**src/rtl/micro_pkg.sv**
```systemverilog
// Shared definitions for the microprocessor pipeline: opcodes, NOP encoding,
// fetch FSM states and the upper-immediate decode helper.
package micro_pkg;

    localparam logic [6:0]  OP_LUI    = 7'b0110111;
    localparam logic [6:0]  OP_AUIPC  = 7'b0010111;
    localparam logic [31:0] NOP_INSTR = 32'h0000_0013;

    typedef enum logic [1:0] {
        IDLE  = 2'd0,
        FETCH = 2'd1,
        KILL  = 2'd2
    } fetch_state_e;

    // True for the U-type opcodes whose immediate lives in instr[31:12].
    function automatic logic is_upper_imm(input logic [6:0] opcode);
        return (opcode == OP_LUI) || (opcode == OP_AUIPC);
    endfunction

endpackage

```
**src/rtl/fetch_skid_buffer.sv**
```systemverilog
// One-entry holding slot for an instruction that arrived while the fetch
// output register was occupied and stalled. Priority: flush > load > drain.
module fetch_skid_buffer
    import micro_pkg::*;
(
    input  logic        clk,
    input  logic        rst_n,
    input  logic        load_i,
    input  logic        drain_i,
    input  logic        flush_i,
    input  logic [31:0] pc_i,
    input  logic [31:0] instr_i,
    output logic        valid_o,
    output logic        valid_d_o,
    output logic [31:0] pc_o,
    output logic [31:0] instr_o
);

    logic        valid_q, valid_d;
    logic [31:0] pc_q, pc_d;
    logic [31:0] instr_q, instr_d;

    // Next-state selection for the single entry.
    always_comb begin
        valid_d = valid_q;
        pc_d    = pc_q;
        instr_d = instr_q;
        if (flush_i) begin
            valid_d = 1'b0;
        end else if (load_i) begin
            valid_d = 1'b1;
            pc_d    = pc_i;
            instr_d = instr_i;
        end else if (drain_i) begin
            valid_d = 1'b0;
        end else begin
            valid_d = valid_q;
        end
    end

    // Entry storage.
    always_ff @(posedge clk or negedge rst_n) begin
        if (!rst_n) begin
            valid_q <= 1'b0;
            pc_q    <= 32'h0000_0000;
            instr_q <= NOP_INSTR;
        end else begin
            valid_q <= valid_d;
            pc_q    <= pc_d;
            instr_q <= instr_d;
        end
    end

    assign valid_o   = valid_q;
    assign valid_d_o = valid_d;
    assign pc_o      = pc_q;
    assign instr_o   = instr_q;

endmodule

```
**src/rtl/unidad_fetch.sv**
```systemverilog
// Instruction fetch stage: PC, single-outstanding imem reads, output register
// plus skid under stall/redirect. Optional counters with UNIDAD_FETCH_PERF_EN.
module unidad_fetch
    import micro_pkg::*;
#(
    parameter logic [31:0] RESET_PC = 32'h0000_0000
) (
    input  logic        clk,
    input  logic        rst_n,
    output logic        imem_req,
    output logic [31:0] imem_addr,
    input  logic        imem_ack,
    input  logic [31:0] imem_rdata,
    input  logic        stall,
    input  logic        redirect,
    input  logic [31:0] redirect_pc,
    output logic        if_valid,
    output logic [31:0] if_pc,
    output logic [31:0] if_instr,
    output logic [19:0] inmediato,
    output logic        ImnSrc
`ifdef UNIDAD_FETCH_PERF_EN
    ,
    output logic [31:0] cnt_fetched,
    output logic [31:0] cnt_stall
`endif
);

    fetch_state_e state_q, state_d;
    logic [31:0]  pc_q, pc_d;
    logic [31:0]  addr_q, addr_d;
    logic         req_q, req_d;

    logic         if_valid_q, if_valid_d;
    logic [31:0]  if_pc_q, if_pc_d;
    logic [31:0]  if_instr_q, if_instr_d;

    logic         skid_valid_s, skid_valid_d_s;
    logic [31:0]  skid_pc_s, skid_instr_s;

    logic ack_s, consume_s, acc_s, out_free_s;
    logic out_from_skid_s, out_from_ack_s, skid_load_s;

    // Handshake qualifiers; an ack without an open request is ignored.
    always_comb begin
        ack_s           = req_q && imem_ack;
        consume_s       = if_valid_q && !stall;
        acc_s           = (state_q == FETCH) && ack_s && !redirect;
        out_free_s      = !if_valid_q || consume_s;
        out_from_skid_s = out_free_s && skid_valid_s;
        out_from_ack_s  = out_free_s && !skid_valid_s && acc_s;
        skid_load_s     = acc_s && !out_from_ack_s;
    end

    fetch_skid_buffer u_skid (
        .clk       (clk),
        .rst_n     (rst_n),
        .load_i    (skid_load_s),
        .drain_i   (out_from_skid_s),
        .flush_i   (redirect),
        .pc_i      (addr_q),
        .instr_i   (imem_rdata),
        .valid_o   (skid_valid_s),
        .valid_d_o (skid_valid_d_s),
        .pc_o      (skid_pc_s),
        .instr_o   (skid_instr_s)
    );

    // FSM, PC and request next-state. The request register looks ahead at the
    // skid so that no ack can ever arrive with nowhere to put it.
    always_comb begin
        state_d = state_q;
        if (redirect) begin
            pc_d = redirect_pc;
        end else if (acc_s) begin
            pc_d = pc_q + 32'd4;
        end else begin
            pc_d = pc_q;
        end

        case (state_q)
            IDLE:    state_d = FETCH;
            FETCH:   state_d = (redirect && req_q && !imem_ack) ? KILL : FETCH;
            KILL:    state_d = ack_s ? FETCH : KILL;
            default: state_d = IDLE;
        endcase

        case (state_d)
            FETCH:   req_d = !skid_valid_d_s;
            KILL:    req_d = 1'b1;
            default: req_d = 1'b0;
        endcase

        // A killed request keeps its original address until its response lands.
        if (state_d == KILL) begin
            addr_d = addr_q;
        end else begin
            addr_d = pc_d;
        end
    end

    // Fetch FSM with registered memory-side outputs.
    always_ff @(posedge clk or negedge rst_n) begin
        if (!rst_n) begin
            state_q <= IDLE;
            pc_q    <= RESET_PC;
            addr_q  <= RESET_PC;
            req_q   <= 1'b0;
        end else begin
            state_q <= state_d;
            pc_q    <= pc_d;
            addr_q  <= addr_d;
            req_q   <= req_d;
        end
    end

    // Output register refill: skid first (older), then a fresh ack.
    always_comb begin
        if_valid_d = if_valid_q;
        if_pc_d    = if_pc_q;
        if_instr_d = if_instr_q;
        if (redirect) begin
            if_valid_d = 1'b0;
        end else if (out_from_skid_s) begin
            if_valid_d = 1'b1;
            if_pc_d    = skid_pc_s;
            if_instr_d = skid_instr_s;
        end else if (out_from_ack_s) begin
            if_valid_d = 1'b1;
            if_pc_d    = addr_q;
            if_instr_d = imem_rdata;
        end else if (consume_s) begin
            if_valid_d = 1'b0;
        end else begin
            if_valid_d = if_valid_q;
        end
    end

    // Decode-side output register.
    always_ff @(posedge clk or negedge rst_n) begin
        if (!rst_n) begin
            if_valid_q <= 1'b0;
            if_pc_q    <= 32'h0000_0000;
            if_instr_q <= NOP_INSTR;
        end else begin
            if_valid_q <= if_valid_d;
            if_pc_q    <= if_pc_d;
            if_instr_q <= if_instr_d;
        end
    end

    assign imem_req  = req_q;
    assign imem_addr = addr_q;
    assign if_valid  = if_valid_q;
    assign if_pc     = if_pc_q;
    assign if_instr  = if_instr_q;
    assign inmediato = if_instr_q[31:12];
    assign ImnSrc    = is_upper_imm(if_instr_q[6:0]);

`ifdef UNIDAD_FETCH_PERF_EN
    logic [31:0] cnt_fetched_q, cnt_fetched_d;
    logic [31:0] cnt_stall_q, cnt_stall_d;

    // Performance counter next values; both wrap naturally.
    always_comb begin
        if (if_valid_q && !stall && !redirect) begin
            cnt_fetched_d = cnt_fetched_q + 32'd1;
        end else begin
            cnt_fetched_d = cnt_fetched_q;
        end
        if (if_valid_q && stall) begin
            cnt_stall_d = cnt_stall_q + 32'd1;
        end else begin
            cnt_stall_d = cnt_stall_q;
        end
    end

    // Performance counter storage.
    always_ff @(posedge clk or negedge rst_n) begin
        if (!rst_n) begin
            cnt_fetched_q <= 32'h0000_0000;
            cnt_stall_q   <= 32'h0000_0000;
        end else begin
            cnt_fetched_q <= cnt_fetched_d;
            cnt_stall_q   <= cnt_stall_d;
        end
    end

    assign cnt_fetched = cnt_fetched_q;
    assign cnt_stall   = cnt_stall_q;
`endif

endmodule

```
**config.mk**
```make
export PLATFORM = sky130hd
export DESIGN_NAME = unidad_fetch
export DESIGN_NICKNAME = d
export VERILOG_FILES = /design/src/rtl/micro_pkg.sv /design/src/rtl/fetch_skid_buffer.sv /design/src/rtl/unidad_fetch.sv
export SDC_FILE = /design/constraint.sdc
export NUM_CORES = 1
export LEC_CHECK = 0
export CAP_MARGIN = 0
export CORE_MARGIN = 8
export CORE_UTILIZATION = 41
export CTS_CLUSTER_DIAMETER = 40
export CTS_CLUSTER_SIZE = 16
export DETAILED_ROUTE_END_ITERATION = 10
export PLACE_DENSITY = 0.77
export SLEW_MARGIN = 15
export SYNTH_ARGS = -nofsm -noshare
export SYNTH_HDL_FRONTEND = slang
export SYNTH_SLANG_ARGS = --single-unit
```
**constraint.sdc**
```tcl
create_clock -name clk -period 2.1 [get_ports clk]
set_input_delay 0.315 -clock clk [delete_from_list [all_inputs] [get_ports clk]]
set_output_delay 0.315 -clock clk [all_outputs]
set_load 0.01 [all_outputs]
```
==> results_dict.tcl, run 1 <==
set metrics [dict create \
    synth_top_family_by_area "multiplexers" \
    critPathMaxStageDelay_ps 630 \
    fin_tns_setup_ps -31.6 \
    core_mm2 0.0216 \
    place_area_mm2 0.0115 \
    synthAdderAreaFrac_pct 0.141 \
    grt_pass1_wl_um 35600 \
    cts_tree "yes" \
    netlist_instances 765 \
    insertion_delay_ps 440 \
    synth_flop_cell "dfrtp_1" \
    synth_compound_gate_area_share_pct 7.24 \
    path_delay_family "simple AND/OR/NAND/NOR gates" \
    setup_slack_ps -16.7 \
    portBuffers 187 \
    pwr-share-clk_pct 23.6 \
    synth_edf_count 0 \
    track_usage_pct 16.9 \
    synth_area_mm2 0.00889 \
    switching_share_pct 31.5 \
    cts_buffer_depth 2 \
    drive_gt1_share_pct 23.9 \
    hold_viol_final 0 \
    clock-sinks 197 \
    power_switching_mw 4.57 \
    skew_ps 14.8 \
    p_total_mw 14.5 \
    slew_violations 0 \
    end_kind "register" \
    overflow 0 \
    final_util_pct 56.8 \
    drt_iter0_drc 438 \
    initial_core_util_pct 41.2 \
    postSynth.asyncResetShare_pct 100 \
    viasPerCell 5.08 \
    setup_viol 3 \
    finalCritPeriodShare_pct 101 \
    relSlewSlack_pct 70.1 \
    fin_nets 1044 \
    fin_crit_ps 2120 \
    start_kind "register" \
    synth_most_common_cell "dfrtp_1" \
    antenna_found_initial 0 \
    gp_congestion 0.834 \
    ios 188 \
    rsz0062_at_grt "yes" \
    htreeDepth 4 \
    crit_cells 5 \
    die_area_mm2 0.0266 \
    ant_nets 0 \
    synth_nets 835 \
    crit_buf_inv 0 \
    hpwlAfterDp_um 16600 \
    maxCapViolations 0 \
    cp_data_required_time_ps 2430 \
    cellLeakagePower_nw 5.23 \
    diodes 0 \
    yosys.area.top_type_share_pct 53.8 \
    crit_path_max_fanout 6 \
    first_pass_iters 4 \
    dieHeight_um 163 \
    powerDensity_mw_per_mm2 1180 \
    path_cells "nand4b_4 -> or4_4 -> nor4_2 -> xor2_1 -> a221o_1" \
    seq_power_share_pct 41.9 \
    internal-power_mw 9.93 \
    min_path_type "primary input to asynchronous set/reset pin" \
    via_count 6438 \
    drc 0 \
    die_w_um 163 \
    fmax_mhz 472 \
    path_class "register to register" \
    num_rows 54 \
    cp.arrival_ps 2450 \
    final_area_mm2 0.0122 \
    r2r_cells 5 \
    grt_max_degree 75 \
    ys_seq_elements 197 \
    wl_um 22700 \
    worst_pin_slew_ps 449 \
    violations "setup timing" \
    slowest_stage "or4_4" \
    synth_area_leader_cell "dfrtp_1" \
    power.share.combinational_pct 34.5 \
    cts_root_buffer "clkbuf_16" \
    seq_area_frac_synth_pct 55.6 \
    yosys_warnings 0 \
    n_fill_cell 1806 \
    synthXorXnorAreaFrac_pct 2.86 \
    grt_pass1_vias 6583 \
    syn_area_per_cell_um2 11.6 \
    cts.clk_slew.worst_paths_ps 80 \
    synth_mux_area_share_pct 19.5 \
    synth-simple-area-share_pct 10.4 \
    syn2layout_area_growth_pct 37.8 \
    cts_made_buffers 17 \
    wl_per_cell_um 18.0 \
    synth_common_cells "dfrtp_1 (191), nand2_1 (108), mux2_2 (95)" \
    ys_top_cells_by_area "dfrtp_1 (54%), mux2_2 (12%), mux2i_1 (7.4%), nand2_1 (4.6%), o21ai_0 (4.5%)" \
    yosysUniqueCellTypes 50 \
    ir_worst_vdd_v 0.000585 \
    status "complete, but fails checks" \
]
==> registers in the layout, summed over array words and instances, names as in the netlist <==
name            count
if_instr           32
if_pc              32
if_valid            1
imem_addr          32
imem_req            1
pc_q               32
state_q             2
u_skid.instr_o     32
u_skid.pc_o        32
u_skid.valid_o      1
==> path summary, 6_finish.rpt <==
path	slack (ps)	end	start
setup / recovery	-20	imem_addr[22]	state_q[1]
hold / removal	400	u_skid.pc_o[5]	rst_n
min in group clk	460	if_valid	redirect
hold reg to reg	480	if_pc[12]	if_pc[12]
setup reg to reg	-20	imem_addr[22]	state_q[1]
max in group asynchronous	1070	u_skid.instr_o[4]	rst_n
==> metrics by stage <==
stage / hold slack, ps / std cells / worst slack (ps)
finish: 403 / 1267 / -16.7
global route: 411 / 1267 / -105
CTS: 390 / 1264 / -15.2
detailed placement: 300 / 1231 / -466
global placement: 304 / 1231 / -447
floorplan: 19.4 / 765 / 12.7
==> metal layers <==
layer / global-route usage, % / up-vias / wire (um)
met2: 28.1 / 154 / 11100
met3: 3.58 / 26 / 1200
met4: 5.96 / 0 / 439
li1: - / 3075 / -
met5: 0 / - / 0
met1: 21.6 / 3183 / 10000
==> cells by family after synthesis <==
| family | count (synthesis) |
|---|---|
| adder cells (fa/ha/maj) | 1 |
| flip-flops | 197 |
| buffers and inverters | 77 |
| AO/OA/AOI/OAI | 108 |
| XOR/XNOR | 29 |
| AND/OR/NAND/NOR | 192 |
| multiplexers | 161 |
==> final cells by class <==
type                    count  area [um2]  share of cell area (%)
clock buffers              17         425                    3.47
clock inverters            15         191                    1.56
inverters                   9        33.8                   0.276
multi-input cells         491        3730                    30.5
flip-flops and latches    197        4940                    40.3
well taps                 280         350                    2.86
repair buffers            258        2580                    21.0
==> power groups by stage <==
stage	Combinational [mW]	Sequential, mW	Clock (mW)
finish	4.99	6.08	3.42
global route	5.39	6.25	3.66
CTS	5.05	6.08	3.51
detailed placement	5.03	6.16	0
global placement	4.90	6.07	0
floorplan	2.07	6.27	0
==> placed cells by master, fill, tap and decap left out, drive strengths merged, types with 2 or more instances in the layout <==
cell type and count:
a21o 3, a21oi 3, a221o 14, and4 2
buf 71, bufinv 3, clkbuf 18, clkdlybuf4s50 183
clkinv 3, clkinvlp 3, dfrtp 191, dfstp 6
dlygate4sd2 2, inv 15, mux2 95, mux2i 66
nand2 108, nand2b 3, nand3 11, nand4 6
nor2 22, nor2b 2, nor3 9, nor4 11
nor4b 2, o21ai 80, o221ai 2, or2 2
or3 2, or4 3, xnor2 17, xor2 12
==> timing repair <==
action | CTS | global route
endpoints found under the hold margin | 44 | 0
pin swaps | 2 | 12
hold buffers | 1 | 0
setup endpoints to repair | 18 | 29
setup buffers | 0 | 3
gates resized for setup | 12 | 18
Note: power is estimated with default switching activity, not from simulation.
==> run 2: changes to the inputs <==
--- a/config.mk
+++ b/config.mk
@@ -5,13 +5,13 @@
 export SDC_FILE = /design/constraint.sdc
 export NUM_CORES = 1
 export LEC_CHECK = 0
+export ABC_AREA = 0
 export CAP_MARGIN = 0
 export CORE_MARGIN = 8
 export CORE_UTILIZATION = 41
 export CTS_CLUSTER_DIAMETER = 40
-export CTS_CLUSTER_SIZE = 16
 export DETAILED_ROUTE_END_ITERATION = 10
-export PLACE_DENSITY = 0.77
+export PLACE_DENSITY = 0.75
 export SLEW_MARGIN = 15
 export SYNTH_ARGS = -nofsm -noshare
 export SYNTH_HDL_FRONTEND = slang
==> constraint.sdc (replaced) <==
create_clock -name clk -period 2.04 [get_ports clk]
set_input_delay 0.306 -clock clk [delete_from_list [all_inputs] [get_ports clk]]
set_output_delay 0.306 -clock clk [all_outputs]
set_load 0.01 [all_outputs]
==> results_dict.tcl, run 2 (synthesized netlist as in run 1, its figures left out) <==
set metrics [dict create \
    fin_crit_ps 2100 \
    cellLeakagePower_nw 5.34 \
    wl_um 22600 \
    drive_gt1_share_pct 25.1 \
    maxCapViolations 0 \
    slowest_stage "or4_4" \
    portBuffers 187 \
    fmax_mhz 477 \
    crit_buf_inv 2 \
    cp_data_required_time_ps 2350 \
    cp.arrival_ps 2410 \
    status "complete, but fails checks" \
    antenna_found_initial 0 \
    finalCritPeriodShare_pct 103 \
    overflow 0 \
    viasPerCell 5.11 \
    rsz0062_at_grt "yes" \
    slew_violations 0 \
    worst_pin_slew_ps 481 \
    ant_nets 0 \
    seq_power_share_pct 42.2 \
    power_switching_mw 4.63 \
    die_area_mm2 0.0266 \
    r2r_slack_ps -60 \
    grt_max_degree 60 \
    path_cells "nand4_1 -> buf_6 -> or4_4 -> buf_6 -> nor3_4 -> xor2_2 -> a221o_1" \
    relSlewSlack_pct 67.8 \
    first_pass_iters 7 \
    cts_buffer_depth 2 \
    core_mm2 0.0216 \
    htreeDepth 4 \
    instances_no_fill 1270 \
    syn2layout_area_growth_pct 39.5 \
    die_w_um 163 \
    cts_root_buffer "clkbuf_16" \
    cts.clk_slew.worst_paths_ps 70 \
    via_count 6495 \
    fin_nets 1047 \
    hold_viol_final 0 \
    place_ws_ps -530 \
    hpwlAfterDp_um 16100 \
    initial_core_util_pct 41.2 \
    clock-sinks 197 \
    final_cell_mix "dfrtp_1 (190), clkdlybuf4s50_1 (183), nand2_1 (108), mux2_2 (93), o21ai_0 (78)" \
    place_area_mm2 0.0115 \
    path_delay_family "simple AND/OR/NAND/NOR gates" \
    layout_commonest_cell "dfrtp_1" \
    powerDensity_mw_per_mm2 1190 \
    ios 188 \
    dieHeight_um 163 \
    min_path_type "primary input to asynchronous set/reset pin" \
    power.share.combinational_pct 35.4 \
    crit_path_max_fanout 5 \
    reg2reg_from "pc_q[7]" \
    drt_iter0_drc 411 \
    grt_pass1_vias 6532 \
    cts_made_buffers 17 \
    insertion_delay_ps 420 \
    placed_cells 1232 \
    path_class "register to register" \
    p_total_mw 14.8 \
    ir_worst_vdd_v 0.000545 \
    setup_viol 10 \
    final_area_mm2 0.0124 \
    num_rows 54 \
    drc 0 \
    diodes 0 \
    n_fill_cell 1771 \
    skew_ps 10.5 \
    start_kind "register" \
    critPathMaxStageDelay_ps 630 \
    internal-power_mw 10.1 \
    cp_common_cell "buf_6" \
    cts_tree "yes" \
    gp_congestion 0.847 \
    end_kind "register" \
    track_usage_pct 17.0 \
    pwr-share-clk_pct 22.4 \
    wl_per_cell_um 17.8 \
    fin_tns_setup_ps -295 \
    r2r_cells 7 \
    setup_slack_ps -57.4 \
    r2r-end "imem_addr[18]" \
    violations "setup timing" \
    switching_share_pct 31.4 \
    grt_pass1_wl_um 35900 \
]
-- run 2: repair_timing --
item	CTS	global route
endpoints found under the hold margin	43	0
endpoints found under the setup margin	28	65
gates resized for setup	19	30
gates cloned	1	0
pin swaps	8	22
setup buffers	1	3
hold buffers	1	0
-- run 2: worst max path at each step --
stage / slack [ps] / from / depth (start not counted) / endpoint
5_1_grt: -150 / pc_q[7] / 7 / imem_addr[30]
6_report: -60 / pc_q[7] / 7 / imem_addr[18]
3_3_place_gp: -480 / imem_ack / 7 / imem_addr[29]
4_1_cts: -90 / state_q[1] / 5 / imem_addr[22]
3_5_place_dp: -530 / imem_ack / 7 / imem_addr[27]
2_1_floorplan: -30 / pc_q[2] / 7 / imem_addr[20]
-- run 2: power by group through the flow --
stage                     Clock [mW]  Combinational, mW  Sequential, mW
after floorplan                    0               2.13            6.46
after CTS                       3.38               5.29            6.24
after global placement             0               5.12            6.22
after global routing            3.57               5.66            6.41
after detailed placement           0               5.24            6.30
final                           3.31               5.23            6.23
-- run 2: layout make-up --
type | instances | area (um2) | area share (%)
clock inverters | 10 | 95.1 | 0.767
well taps | 280 | 350 | 2.83
repair buffers | 260 | 2650 | 21.3
multi-input cells | 492 | 3850 | 31.0
clock buffers | 22 | 484 | 3.91
inverters | 9 | 33.8 | 0.273
flip-flops and latches | 197 | 4940 | 39.8
-- run 2: metal layers --
| metal | wire length [um] | global-route usage [%] | part of all wire, % |
|---|---|---|---|
| met1 | 10100 | 22.5 | 45 |
| met2 | 11100 | 28.0 | 49 |
| met3 | 1170 | 3.15 | 5.2 |
| met4 | 245 | 4.67 | 1.1 |
| met5 | 0 | 0 | 0 |
-- run 2: per-stage QoR --
stage	utilization [%]	hold WS, ps
6_report	57.5	386
5_1_grt	57.5	404
4_1_cts	56.7	379
3_5_place_dp	53.5	282
3_3_place_gp	53.5	281
2_1_floorplan	-	10.4
-- run 2: worst reg2reg max path: stages (launching register included) --
cell and delay, ps:
dfrtp_1 360, nand4_1 110, buf_6 150, or4_4 630, buf_6 190, nor3_4 160, xor2_2 100, a221o_1 290
==> run 3: changes to the inputs <==
--- a/config.mk
+++ b/config.mk
@@ -5,13 +5,14 @@
 export SDC_FILE = /design/constraint.sdc
 export NUM_CORES = 1
 export LEC_CHECK = 0
-export ABC_AREA = 0
+export ABC_AREA = 1
 export CAP_MARGIN = 0
 export CORE_MARGIN = 8
 export CORE_UTILIZATION = 41
 export CTS_CLUSTER_DIAMETER = 40
 export DETAILED_ROUTE_END_ITERATION = 10
-export PLACE_DENSITY = 0.75
+export HOLD_SLACK_MARGIN = 0.03
+export PLACE_DENSITY = 0.74
 export SLEW_MARGIN = 15
 export SYNTH_ARGS = -nofsm -noshare
 export SYNTH_HDL_FRONTEND = slang
==> results_dict.tcl, run 3 <==
set metrics [dict create \
    drt_iter0_drc 693 \
    yosysUniqueCellTypes 43 \
    path_class "register to register" \
    postSynth.asyncResetShare_pct 100 \
    synth_area_leader_cell "dfrtp_1" \
    instances_no_fill 1595 \
    powerDensity_mw_per_mm2 1200 \
    track_usage_pct 17.6 \
    htreeDepth 4 \
    slew_violations 0 \
    fin_tns_setup_ps 0 \
    r2r-end "imem_addr[20]" \
    fin_nets 1367 \
    r2r_slack_ps 160 \
    worst_pin_slew_ps 491 \
    core_mm2 0.0224 \
    drive_gt1_share_pct 9.01 \
    r2r_cells 10 \
    die_w_um 166 \
    yosys_warnings 0 \
    dieHeight_um 166 \
    reg2reg_from "pc_q[2]" \
    status "finished clean" \
    synth_compound_gate_area_share_pct 14.1 \
    whs_ps 405 \
    hpwlAfterDp_um 18000 \
    ir_worst_vdd_v 0.000505 \
    cts_buffer_depth 2 \
    gp_congestion 0.899 \
    crit_path_max_fanout 5 \
    cp_data_required_time_ps 2350 \
    setup_slack_ps 164 \
    min_path_type "primary input to asynchronous set/reset pin" \
    wl_per_cell_um 15.1 \
    synth-simple-area-share_pct 22.0 \
    diodes 0 \
    p_total_mw 14.5 \
    placed_cells 1562 \
    maxCapViolations 0 \
    skew_ps 9.70 \
    viasPerCell 4.90 \
    num_rows 55 \
    place_area_mm2 0.0115 \
    antenna_found_initial 0 \
    synth_mux_area_share_pct 0 \
    yosys.area.top_type_share_pct 51.5 \
    synth_flop_cell "dfrtp_1" \
    postCtsSetupRepairBufs 0 \
    portBuffers 187 \
    place_ws_ps -70.8 \
    overflow 0 \
    synth_area_mm2 0.00928 \
    cts.clk_slew.worst_paths_ps 70 \
    grt_pass1_wl_um 39800 \
    wl_um 24100 \
    cp.arrival_ps 2190 \
    cts_root_buffer "clkbuf_16" \
    layout_commonest_cell "nand2_1" \
    fin_crit_ps 1880 \
    start_kind "register" \
    synthXorXnorAreaFrac_pct 0.566 \
    netlist_instances 1128 \
    relSlewSlack_pct 67.3 \
    cts_made_buffers 17 \
    synth_edf_count 0 \
    setup_viol 0 \
    syn_area_per_cell_um2 8.23 \
    synth_most_common_cell "nand2_1" \
    synth_common_cells "nand2_1 (361), o21ai_0 (205), dfrtp_1 (191)" \
    synthAdderAreaFrac_pct 0.135 \
    insertion_delay_ps 430 \
    rsz0062_at_grt "no" \
    cellLeakagePower_nw 5.87 \
    ant_nets 0 \
    clock-sinks 197 \
    cts_tree "yes" \
    first_pass_iters 8 \
    hold_viol_final 0 \
    via_count 7817 \
    synth_nets 1198 \
    ys_top_cells_by_area "dfrtp_1 (52%), nand2_1 (15%), o21ai_0 (11%), inv_1 (4.5%), buf_4 (2.1%)" \
    synth_top_family_by_area "simple AND/OR/NAND/NOR gates" \
    seq_area_frac_synth_pct 53.2 \
    grt_pass1_vias 7688 \
    final_area_mm2 0.0121 \
    syn2layout_area_growth_pct 30.4 \
    ys_seq_elements 197 \
    grt_max_degree 61 \
    drc 0 \
    initial_core_util_pct 41.4 \
    final_cell_mix "nand2_1 (360), o21ai_0 (205), dfrtp_1 (191), clkdlybuf4s50_1 (185), inv_1 (110)" \
    fmax_mhz 533 \
    die_area_mm2 0.0277 \
    finalCritPeriodShare_pct 91.9 \
    ios 188 \
    end_kind "register" \
    final_util_pct 53.9 \
]
==> run 3: how the worst max path moves through the flow <==
stage / start / end / slack, ps
after global routing: pc_q[2] / imem_addr[10] / 30
final: pc_q[2] / imem_addr[20] / 160
after global placement: imem_ack / imem_addr[10] / -20
after floorplan: imem_req / if_instr[12] / 550
after CTS: pc_q[2] / imem_addr[14] / 170
after detailed placement: imem_ack / imem_addr[10] / -70
==> run 3: logic make-up (layout without fill, tap and decap cells) <==
| logic type | count (synthesis) | in the layout |
|---|---|---|
| adders and majority gates | 1 | 1 |
| buffers and inverters | 192 | 374 |
| and+or+nand+nor | 484 | 484 |
| xor gates and xnor gates | 6 | 6 |
| AOI/OAI and AO/OA | 248 | 248 |
| DFF | 197 | 197 |
==> run 3: where the power goes <==
group          internal, mW  total [mW]  leakage [nW]  switching, mW
registers              5.26        6.09          2.44          0.837
logic                  2.65        5.12          3.15           2.47
clock network          1.77        3.28         0.272           1.51
total                  9.67        14.5          5.87           4.82
==> run 3: cell type report <==
class                           count  area (um2)
Inverter                          114         430
Tap cell                          285         357
Clock inverter                     12         116
Timing Repair Buffer              228        2360
Fill cell                        1999       10300
Sequential cell                   197        4940
Clock buffer                       20         457
Multi-Input combinational cell    739        3440
==> run 3: routing by layer <==
layer	vias to the layer above	track usage [%]	routed length [um]	share of wire, %
met5	-	0	0	0
met4	0	6.19	427	1.8
met3	26	3.45	1270	5.3
met2	226	30.0	11900	49
met1	3652	22.1	10500	43
li1	3913	-	-	-
==> run 3: repair_timing <==
action	CTS	global route
endpoints found under the setup margin	1	0
gates resized for setup	1	0
endpoints found under the hold margin	45	0
hold buffers	1	0
==> run 3: worst max-delay path, stage by stage (launching register included) <==
cell and delay [ps]:
dfrtp_1 410, ha_1 220, nand3_1 90, nor2_1 210, nand3_2 160, nor2_2 230, nand4_1 110, nand2_1 90
nand2_1 50, nand3_1 120, nand2_1 60
